--- config.mk ---
export PLATFORM = sky130hd
export DESIGN_NAME = wishbone_arbiter_flat
export DESIGN_NICKNAME = d
export VERILOG_FILES = /design/src/rtl/wishbone_arbiter_if.sv /design/src/rtl/wishbone_arbiter.sv /design/src/flat_wrapper.sv
export SDC_FILE = /design/constraint.sdc
export NUM_CORES = 1
export LEC_CHECK = 0
export CAP_MARGIN = 20
export CORE_AREA = 2 2 129 131
export CTS_BUF_LIST = sky130_fd_sc_hd__clkbuf_16
export CTS_CLUSTER_DIAMETER = 40
export DETAILED_ROUTE_END_ITERATION = 7
export DIE_AREA = 0 0 131 133
export PLACE_DENSITY = 0.53
export SLEW_MARGIN = 30
export SYNTH_ARGS = -nofsm -noshare
export SYNTH_HDL_FRONTEND = slang
export SYNTH_SLANG_ARGS = --single-unit
--- constraint.sdc ---
create_clock -name clk -period 1.3 [get_ports clk]
set_input_delay 0.13 -clock clk [delete_from_list [all_inputs] [get_ports clk]]
set_output_delay 0.13 -clock clk [all_outputs]
set_load 0.02 [all_outputs]
--- src/rtl/wishbone_arbiter_if.sv ---
// Wishbone classic/registered-feedback bus bundle shared by masters, arbiter and interconnect.
interface wishbone_interface;
   logic [31:0] adr;
   logic [31:0] dat_w;
   logic [31:0] dat_r;
   logic [3:0]  sel;
   logic        we;
   logic        stb;
   logic        cyc;
   logic        ack;
   logic [2:0]  cti;
   logic [1:0]  bte;

   modport master (
      output adr, dat_w, sel, we, stb, cyc, cti, bte,
      input  dat_r, ack
   );

   modport slave (
      input  adr, dat_w, sel, we, stb, cyc, cti, bte,
      output dat_r, ack
   );
endinterface

--- src/rtl/wishbone_arbiter.sv ---
// Two-to-one round-robin Wishbone arbiter; a grant lasts as long as the owner holds cyc.
// Grant one cycle after cyc is seen; request forwarding and ack return are combinational.
module wishbone_arbiter #(
   parameter bit DATA_PRIORITY = 1'b1
) (
   input  logic              clk,
   input  logic              rst,
   wishbone_interface.slave  m0,
   wishbone_interface.slave  m1,
   wishbone_interface.master s,
   output logic              owner,
   output logic              locked
);
   logic last;
   logic locked_nxt;
   logic owner_nxt;
   logic last_nxt;
   logic own_cyc;
   logic own_stb;
   logic oth_req;
   logic sel1;
   logic spurious_ack;

   assign own_cyc = owner ? m1.cyc : m0.cyc;
   assign own_stb = owner ? m1.stb : m0.stb;
   assign oth_req = owner ? m0.cyc : m1.cyc;

   always_comb begin
      locked_nxt = locked;
      owner_nxt  = owner;
      last_nxt   = last;
      if (!locked) begin
         if (m0.cyc || m1.cyc) begin
            locked_nxt = 1'b1;
            owner_nxt  = (m0.cyc && m1.cyc) ? ~last : m1.cyc;
            last_nxt   = owner_nxt;
         end
      end else if (!own_cyc) begin
         // Owner released: hand straight over if the other side is waiting.
         if (oth_req) begin
            owner_nxt = ~owner;
            last_nxt  = ~owner;
         end else begin
            locked_nxt = 1'b0;
         end
      end
   end

   always_ff @(posedge clk or posedge rst) begin
      if (rst) begin
         locked <= 1'b0;
         owner  <= 1'b0;
         last   <= DATA_PRIORITY;
      end else begin
         locked <= locked_nxt;
         owner  <= owner_nxt;
         last   <= last_nxt;
      end
   end

   // Payload fields default to m0 when idle; only cyc/stb need gating.
   assign sel1    = locked & owner;
   assign s.adr   = sel1 ? m1.adr   : m0.adr;
   assign s.dat_w = sel1 ? m1.dat_w : m0.dat_w;
   assign s.sel   = sel1 ? m1.sel   : m0.sel;
   assign s.we    = sel1 ? m1.we    : m0.we;
   assign s.cti   = sel1 ? m1.cti   : m0.cti;
   assign s.bte   = sel1 ? m1.bte   : m0.bte;
   assign s.cyc   = locked & own_cyc;
   assign s.stb   = locked & own_cyc & own_stb;

   assign m0.ack   = s.ack & locked & ~owner;
   assign m1.ack   = s.ack & locked & owner;
   assign m0.dat_r = s.dat_r;
   assign m1.dat_r = s.dat_r;

   // An ack with no tenure in progress is a slave protocol violation and is dropped.
   assign spurious_ack = s.ack & ~locked;

   a_no_spurious_ack : assert property (@(posedge clk) disable iff (rst) !spurious_ack)
      else $warning("wishbone_arbiter: slave ack while bus idle");
endmodule

--- src/flat_wrapper.sv ---
// flat-port wrapper written by rule: the top's interface ports become plain ports
module wishbone_arbiter_flat 
#(
   parameter bit DATA_PRIORITY = 1'b1
)
  (clk, rst, owner, locked, m0_adr, m0_dat_w, m0_sel, m0_we, m0_stb, m0_cyc, m0_cti, m0_bte, m0_dat_r, m0_ack, m1_adr, m1_dat_w, m1_sel, m1_we, m1_stb, m1_cyc, m1_cti, m1_bte, m1_dat_r, m1_ack, s_adr, s_dat_w, s_sel, s_we, s_stb, s_cyc, s_cti, s_bte, s_dat_r, s_ack);
  wishbone_interface m0_i ();
  wishbone_interface m1_i ();
  wishbone_interface s_i ();
  input  logic clk;
  input  logic rst;
  output logic owner;
  output logic locked;
  input wire logic [$bits(m0_i.adr)-1:0] m0_adr;
  input wire logic [$bits(m0_i.dat_w)-1:0] m0_dat_w;
  input wire logic [$bits(m0_i.sel)-1:0] m0_sel;
  input wire logic [$bits(m0_i.we)-1:0] m0_we;
  input wire logic [$bits(m0_i.stb)-1:0] m0_stb;
  input wire logic [$bits(m0_i.cyc)-1:0] m0_cyc;
  input wire logic [$bits(m0_i.cti)-1:0] m0_cti;
  input wire logic [$bits(m0_i.bte)-1:0] m0_bte;
  output wire logic [$bits(m0_i.dat_r)-1:0] m0_dat_r;
  output wire logic [$bits(m0_i.ack)-1:0] m0_ack;
  input wire logic [$bits(m1_i.adr)-1:0] m1_adr;
  input wire logic [$bits(m1_i.dat_w)-1:0] m1_dat_w;
  input wire logic [$bits(m1_i.sel)-1:0] m1_sel;
  input wire logic [$bits(m1_i.we)-1:0] m1_we;
  input wire logic [$bits(m1_i.stb)-1:0] m1_stb;
  input wire logic [$bits(m1_i.cyc)-1:0] m1_cyc;
  input wire logic [$bits(m1_i.cti)-1:0] m1_cti;
  input wire logic [$bits(m1_i.bte)-1:0] m1_bte;
  output wire logic [$bits(m1_i.dat_r)-1:0] m1_dat_r;
  output wire logic [$bits(m1_i.ack)-1:0] m1_ack;
  output wire logic [$bits(s_i.adr)-1:0] s_adr;
  output wire logic [$bits(s_i.dat_w)-1:0] s_dat_w;
  output wire logic [$bits(s_i.sel)-1:0] s_sel;
  output wire logic [$bits(s_i.we)-1:0] s_we;
  output wire logic [$bits(s_i.stb)-1:0] s_stb;
  output wire logic [$bits(s_i.cyc)-1:0] s_cyc;
  output wire logic [$bits(s_i.cti)-1:0] s_cti;
  output wire logic [$bits(s_i.bte)-1:0] s_bte;
  input wire logic [$bits(s_i.dat_r)-1:0] s_dat_r;
  input wire logic [$bits(s_i.ack)-1:0] s_ack;
  assign m0_i.adr = m0_adr;
  assign m0_i.dat_w = m0_dat_w;
  assign m0_i.sel = m0_sel;
  assign m0_i.we = m0_we;
  assign m0_i.stb = m0_stb;
  assign m0_i.cyc = m0_cyc;
  assign m0_i.cti = m0_cti;
  assign m0_i.bte = m0_bte;
  assign m0_dat_r = m0_i.dat_r;
  assign m0_ack = m0_i.ack;
  assign m1_i.adr = m1_adr;
  assign m1_i.dat_w = m1_dat_w;
  assign m1_i.sel = m1_sel;
  assign m1_i.we = m1_we;
  assign m1_i.stb = m1_stb;
  assign m1_i.cyc = m1_cyc;
  assign m1_i.cti = m1_cti;
  assign m1_i.bte = m1_bte;
  assign m1_dat_r = m1_i.dat_r;
  assign m1_ack = m1_i.ack;
  assign s_adr = s_i.adr;
  assign s_dat_w = s_i.dat_w;
  assign s_sel = s_i.sel;
  assign s_we = s_i.we;
  assign s_stb = s_i.stb;
  assign s_cyc = s_i.cyc;
  assign s_cti = s_i.cti;
  assign s_bte = s_i.bte;
  assign s_i.dat_r = s_dat_r;
  assign s_i.ack = s_ack;
  wishbone_arbiter #(.DATA_PRIORITY(DATA_PRIORITY)) u_core (.clk(clk), .rst(rst), .m0(m0_i), .m1(m1_i), .s(s_i), .owner(owner), .locked(locked));
endmodule
Word-level counts from Yosys, hierarchy flattened
Index checks and enable logic that the tools add are counted.
- eq/ne operators: 2
- muxes and demuxes: 18
- bitwise gates (word level): 8
- reduce and logical (&&, ||, !) cells: 4
- operators by type and width (cell ; number):
    $mux W32 ; 2
    $mux W1 ; 13
    $and A1 B1 Y1 ; 6
    $mux W4 ; 1
    $ne A2 B2 Y1 const B ; 2
    $mux W3 ; 1
    $reduce_and A3 Y1 ; 1
    $mux W2 ; 1
    $not A1 Y1 ; 2
    $reduce_bool A2 Y1 ; 1
    $logic_and A1 B1 Y1 ; 1
    $logic_or A1 B1 Y1 ; 1
- flip-flop bits (word level): 3
- bits of input ports: 187
- output and inout port bits: 144
- word-level logic and storage cells: 35

Longest topological paths before layout
- depth in word-level cells: 4
- depth in mapped cells: 6
- gate-level depth less buffers: 3

Least setup slack after synthesis
OpenSTA, ideal clock, no wires.
- kind: register to output
- start: reg u_core.owner
- end: out s_adr[0]
- arrival: 1.356 ns
- required time: 1.170 ns
- slack: -0.186 ns
- cell stages (with the launch flop): 6
- path buffers: 3
- path through: dfrtp_1 buf_2 nand2_2 buf_6 buf_6 mux2_4
- cells in the longest elaborated chain, start to end: 2
- RTL lines (what ; RTL line ; source):
    start: declaration ; wishbone_arbiter.sv:11 ; output logic owner,
    start signal: assignment ; wishbone_arbiter.sv:56 ; owner <= owner_nxt;
    $and A1 B1 Y1 ; wishbone_arbiter.sv:62 ; assign sel1 = locked & owner;
    $mux W32 ; wishbone_arbiter.sv:63 ; assign s.adr = sel1 ? m1.adr : m0.adr;
    end: declaration ; flat_wrapper.sv:34 ; output wire logic [$bits(s_i.adr)-1:0] s_adr;
Every way passes these cells.

Final worst setup path
- start: reg u_core.owner
- end: out s_dat_w[20]
- cells in the longest elaborated chain, start to end: 2
- RTL lines (what ; RTL line ; source):
    $and A1 B1 Y1 ; wishbone_arbiter.sv:62 ;
    $mux W32 ; wishbone_arbiter.sv:64 ; assign s.dat_w = sel1 ? m1.dat_w : m0.dat_w;
    end: declaration ; flat_wrapper.sv:35 ; output wire logic [$bits(s_i.dat_w)-1:0] s_dat_w;
Every way passes these cells.

==> run_results.csv <==
group,metric,value,unit
clocking,cts_made_buffers,3,
hold_path,worstHoldPathType,"in2async",
worst_setup_path,r2r_start,"u_core.owner",
clocking,postCtsHoldBufs,0,
yosys,syn_nets,357,
drt,dr.first_iter.drc_count,18,
yosys,yosys.area.top_type_share,41.6,%
final_layout,nets,552,
place,gp_congestion,0.706,
yosys,synth_area_leaders,"mux2_4 (42%), buf_4 (27%), mux2_2 (16%)",
yosys,synth.most_common_cell,"buf_4",
timing,rsz0062_at_grt,"true",
drt,antenna_left,0,
grt,grt_usage,9.36,%
timing,tightest_slew,0.205,ns
die,initial_core_util,10.9,%
place,portBuffers,234,
timing,max_freq,598,MHz
final_layout,fin_area,4300,sq um
clocking,htreeDepth,1,
worst_setup_path,crit_path_start_kind,"flop",
place,dp_hpwl,7800,um
power,total_power,2.97,mW
worst_setup_path,required,1.17,ns
timing,finalCriticalPeriod,1.67,ns
worst_setup_path,cp_top_family,"flip-flops",
yosys,synth.distinct_cells,21,
yosys,ys_ff_latch,3,
worst_setup_path,cp_cell_sequence,"nand2_4, buf_6, clkbuf_16, mux2_4, buf_6",
worst_setup_path,crit_arrival,1.54,ns
run_status,status,"complete, but fails checks",
yosys,synth-edff-count,0,
die,io_pins,331,
final_layout,drive_gt1_share,53.6,%
worst_setup_path,ff2ff_setup_slack,0.11,ns
yosys,synth_common_cells,"buf_4 (64), mux2_4 (49), mux2_2 (25)",
worst_setup_path,max_stage_delay,0.47,ns
die,fp.dieW,131,um
worst_setup_path,path_buf_inv,3,
drt,firstDrtPassIters,4,
drt,wl_per_cell,16.0,um
yosys,synth_top_area_cell,"mux2_4",
power,ir_worst_vdd,0.309,mV
worst_setup_path,crit_path_frequent_cell,"buf_6",
die,rows,47,
clocking,root_buffer,"clkbuf_16",
final_layout,area_growth,143,%
drt,drcViolationCount,0,
clocking,clk_pin_slew,0.03,ns
timing,hold-worst-slack,0.0790,ns
place,placed_area,3940,sq um
yosys,synthFlopType,"dfrtp_1",
run_status,violations,"setup timing",
worst_setup_path,cp_max_fo,6,
yosys,yosysSeqAreaShare,4.32,%
clocking,cts_buffer_depth,2,
worst_setup_path,slowest_stage,"dfrtp_2",
drt,vias,2005,
power,p_per_area,691,nW/um^2
grt,grt_pass1_wl,12100,um
timing,fin_skew,0.000341,ns
clocking,cts_tree,"yes",
yosys,synth_area_per_cell,10.4,sq um
yosys,yosysWarnings,0,
timing,hold_violations,0,
die,die_area,17400,sq um
yosys,syn-instance-count,170,
power,p_leak,1.92,nW
drt,avgViaCountPerCell,3.43,
worst_setup_path,critPathCaptureType,"output port",
final_layout,diodes,0,
grt,grt_max_degree,23,
worst_setup_path,worstSetupPathType,"reg2out",
flow_run,maxCapViolations,0,
yosys,syn_area,1770,sq um
worst_setup_path,r2r_end,"u_core.last",
grt,antenna_found_initial,0,
grt,grt_overflow,0,
timing,setup_violations,78,
clocking,clock_latency,0.22,ns
drt,drt-total-wl,9320,um
timing,fin_ws,-0.372,ns
worst_setup_path,rr_worst_depth,5,
die,die-height,133,um
timing,fin_tns_setup,-23.55,ns
die,fp.coreArea,16200,sq um
grt,grt_pass1_vias,2177,
timing,post-route-period-util,129,%
timing,maxSlewViolCount,0,
timing,slew_headroom,86.3,%
yosys,async_flop_share,100,%
clocking,cts_num_sinks,3,
==> placed cells by master, fill, tap and decap left out, types with 3 or more instances in the layout <==
cell type,synthesis,layout
clkbuf_16,0,4
mux2_2,25,19
buf_2,3,18
inv_1,3,3
buf_4,64,5
clkdlybuf4s50_1,0,154
buf_12,0,5
buf_6,6,75
mux2_4,49,55
==> flip-flops by register name, indices dropped and copies added (netlist names) <==
name / cells
u_core.last: 1
u_core.locked: 1
u_core.owner: 1
==> area by class of cell <==
class / count / area [sq um]
Fill cell: 1674 / 11900
Inverter: 3 / 11.3
Multi-Input combinational cell: 92 / 1180
Sequential cell: 3 / 78.8
Tap cell: 220 / 275
Clock buffer: 3 / 75.1
Timing Repair Buffer: 262 / 2680
Clock inverter: 1 / 3.75
==> worst register-to-register path, delay by kind of cell, from the launching register on <==
| kind | cells | cell delay, ns |
|---|---|---|
| compound gates | 3 | 0.36 |
| flops | 1 | 0.47 |
| buf+inv | 2 | 0.28 |
==> power breakdown <==
part	switching (mW)	total [mW]	internal [mW]
sequential	0.0232	0.136	0.113
combinational	0.902	2.35	1.45
clock	0.0845	0.481	0.397
total	1.01	2.97	1.96
==> worst max-delay path by stage <==
stage	start	endpoint	depth (start not counted)	slack [ns]
final	u_core.owner	s_dat_w[20]	5	-0.37
after global routing	u_core.owner	s_adr[12]	5	-0.43
after CTS	u_core.locked	s_dat_w[8]	4	-0.51
after detailed placement	u_core.owner	s_adr[7]	4	-0.57
after global placement	u_core.owner	s_adr[16]	4	-0.56
after floorplan	u_core.owner	s_adr[0]	5	-0.12
==> through the flow <==
stage / std cells / util, % / setup WS (ns)
finish: 584 / 26.6 / -0.372
global route: 584 / 26.6 / -0.426
global placement: 563 / 24.4 / -0.565
floorplan: 170 / - / -0.122
CTS: 582 / 25.3 / -0.514
detailed placement: 563 / 24.4 / -0.575
==> what timing repair did <==
item                                    4_1_cts  5_1_grt
gates resized for setup                     331      139
gates cloned                                  2        1
endpoints found under the setup margin       80       80
pin swaps                                     1        3
setup buffers                                13        6
==> layer usage <==
metal / global-route usage (%) / wire, um / up-vias
met2: 19.5 / 4950 / 194
met4: 1.24 / 96 / 0
met1: 8.54 / 3030 / 886
met3: 3.36 / 1250 / 12
met5: 0 / 0 / -
li1: - / - / 913
==> cells by family after synthesis <==
group	count (synthesis)	share of synthesized area [%]
multiplexers	75	58.1
flip-flops	3	4.32
buffers and inverters	76	32.5
AND/OR/NAND/NOR	9	2.83
AO/OA/AOI/OAI	7	2.26
(Power assumes the default switching activity.)
==> patch (same flow settings) <==
`DATA_PRIORITY` is set to 1'b1 in 2 places; all go to 1'b0.
--- a/src/rtl/wishbone_arbiter.sv
+++ b/src/rtl/wishbone_arbiter.sv
@@ -2,5 +2,5 @@
 // Grant one cycle after cyc is seen; request forwarding and ack return are combinational.
 module wishbone_arbiter #(
-   parameter bit DATA_PRIORITY = 1'b1
+   parameter bit DATA_PRIORITY = 1'b0
 ) (
    input  logic              clk,
--- a/src/flat_wrapper.sv
+++ b/src/flat_wrapper.sv
@@ -2,5 +2,5 @@
 module wishbone_arbiter_flat 
 #(
-   parameter bit DATA_PRIORITY = 1'b1
+   parameter bit DATA_PRIORITY = 1'b0
 )
   (clk, rst, owner, locked, m0_adr, m0_dat_w, m0_sel, m0_we, m0_stb, m0_cyc, m0_cti, m0_bte, m0_dat_r, m0_ack, m1_adr, m1_dat_w, m1_sel, m1_we, m1_stb, m1_cyc, m1_cti, m1_bte, m1_dat_r, m1_ack, s_adr, s_dat_w, s_sel, s_we, s_stb, s_cyc, s_cti, s_bte, s_dat_r, s_ack);
Behaviour: not the same (a bounded check fails within 4 cycles, from zero or initial values and one cycle with rst high).
==> patch against the unedited design <==
The flow still finishes with violations (setup timing); core utilization about the same; routed wire length fell by 18%; critical path depth unchanged; power is essentially flat; setup slack improved by 29 ps; final area about the same; sequential cell count down 1; synthesized area unchanged.
==> patch: results (changes against the unedited design) <==
Outcome
  – Failing checks: setup timing
  – Outcome: finished with violations

Global routing
  – GR Util All Layers: 0.0764 (-0.0172)
  – Pin count of the biggest net entering global routing: 9 (-61%)
  – Global-route wire length before repair: 10300 µm (-15%)
  – Vias in the first global route: 1944 (-11%)

Timing
  – Worst slew pin tran: 206 ps (+0.611 ps)
  – Finish-stage setup viols: 76 (-2.6%)
  – Setup WS post-layout: -343 ps (+29.4 ps)

Pwr
  – Pint: 2.00 mW (+1.8%)
  – LEAKAGE: 1.93 nW (+0.71%)
  – Seq pwr share: 0.026 (-0.020)
  – Clock net power: 0.470 mW (-2%)
  – VDD IR max: 319 µV (+3.2%)

Setup path
  – Critical R2R Launch: u_core.locked$_DFF_PP0_
  – Crit path DAT: 1510 ps (-30 ps)
  – Critical path's largest stage delay: 430 ps (-40 ps)
  – Worst-path maximum fanout: 7 (+1)
  – Worst reg2reg path depth: 3 (-2)
  – Worst r2r dst: u_core.owner$_DFFE_PP0P_

Synthesis
  – Syn Nets: 350 (-2.0%)
  – Ranking of synthesized cells by area: mux2_4 51%, buf_4 28%, mux2_2 8.9%
  – Register area share after synthesis: 0.0283 (-0.0149)
  – Cells after Synth: 163 (-4.1%)
  – Commonest cells post-synth: 65 x buf_4, 60 x mux2_4, 14 x mux2_2
  – Post-synth cell types: 19 (-9.5%)

Finish
  – Layout cell share with drive strength beyond 1: 0.524 (-0.0115)
  – Biggest regs: u_core.locked: 1 flops, u_core.owner: 1 flops
  – NumNets Final: 539 (-2.4%)
  – Final Non-Filler Cells: 571 (-2.2%)

Route
  – Routed wire length per instance: 13.4 µm (-16%)
  – Initial drt markers: 8 (-10)
  – Pre-antenna DRT Iters: 2 (-2)

Placement
  – Placed cells: 552 (-2.0%)
-- patch: changes by cell type in the layout (fill, tap and decap cells not counted), moves of 5 or more --
| cell | unedited run | this run |
|---|---|---|
| buf_2 | 18 | 9 |
| buf_16 | 0 | 5 |
| buf_6 | 75 | 64 |
| mux2_4 | 55 | 64 |
| buf_4 | 5 | 17 |
| mux2_2 | 19 | 10 |
-- patch: final cells by class --
cell class	count	area (µm²)
Clock buffer	3	75.1
Clock inverter	1	3.75
Fill cell	1675	11900
Inverter	1	3.75
Multi-Input combinational cell	87	1180
Sequential cell	2	52.6
Tap cell	220	275
Timing Repair Buffer	257	2710
-- patch: cell families after synthesis --
kind of cell / count (synthesis) / synth area share
multiplexers: 75 / 0.604
AND/OR/NAND/NOR: 8 / 0.0241
flip-flops: 2 / 0.0283
AO/OA/AOI/OAI: 4 / 0.0177
buffers and inverters: 74 / 0.326
-- patch: worst max path at each step --
stage / startpoint / end / slack (ps)
floorplan: u_core.owner$_DFFE_PP0P_ / s_adr[0] / -110
CTS: u_core.owner$_DFFE_PP0P_ / s_dat_w[10] / -380
finish: u_core.locked$_DFF_PP0_ / s_adr[27] / -340
global placement: u_core.locked$_DFF_PP0_ / s_adr[6] / -500
detailed placement: u_core.locked$_DFF_PP0_ / s_sel[3] / -510
global route: u_core.owner$_DFFE_PP0P_ / s_dat_w[10] / -390
-- patch: layer usage --
layer	wire length (µm)	track usage	part of all wire
met5	0	0	0
met4	117	0.0236	0.015
met3	977	0.0202	0.13
met2	4360	0.164	0.57
met1	2190	0.0643	0.29
-- patch: what timing repair did --
item	CTS	global route
gates cloned	6	0
hold endpoints to repair	0	0
endpoints found under the setup margin	80	77
pin swaps	2	1
gates resized for setup	450	14
buffers inserted	11	3
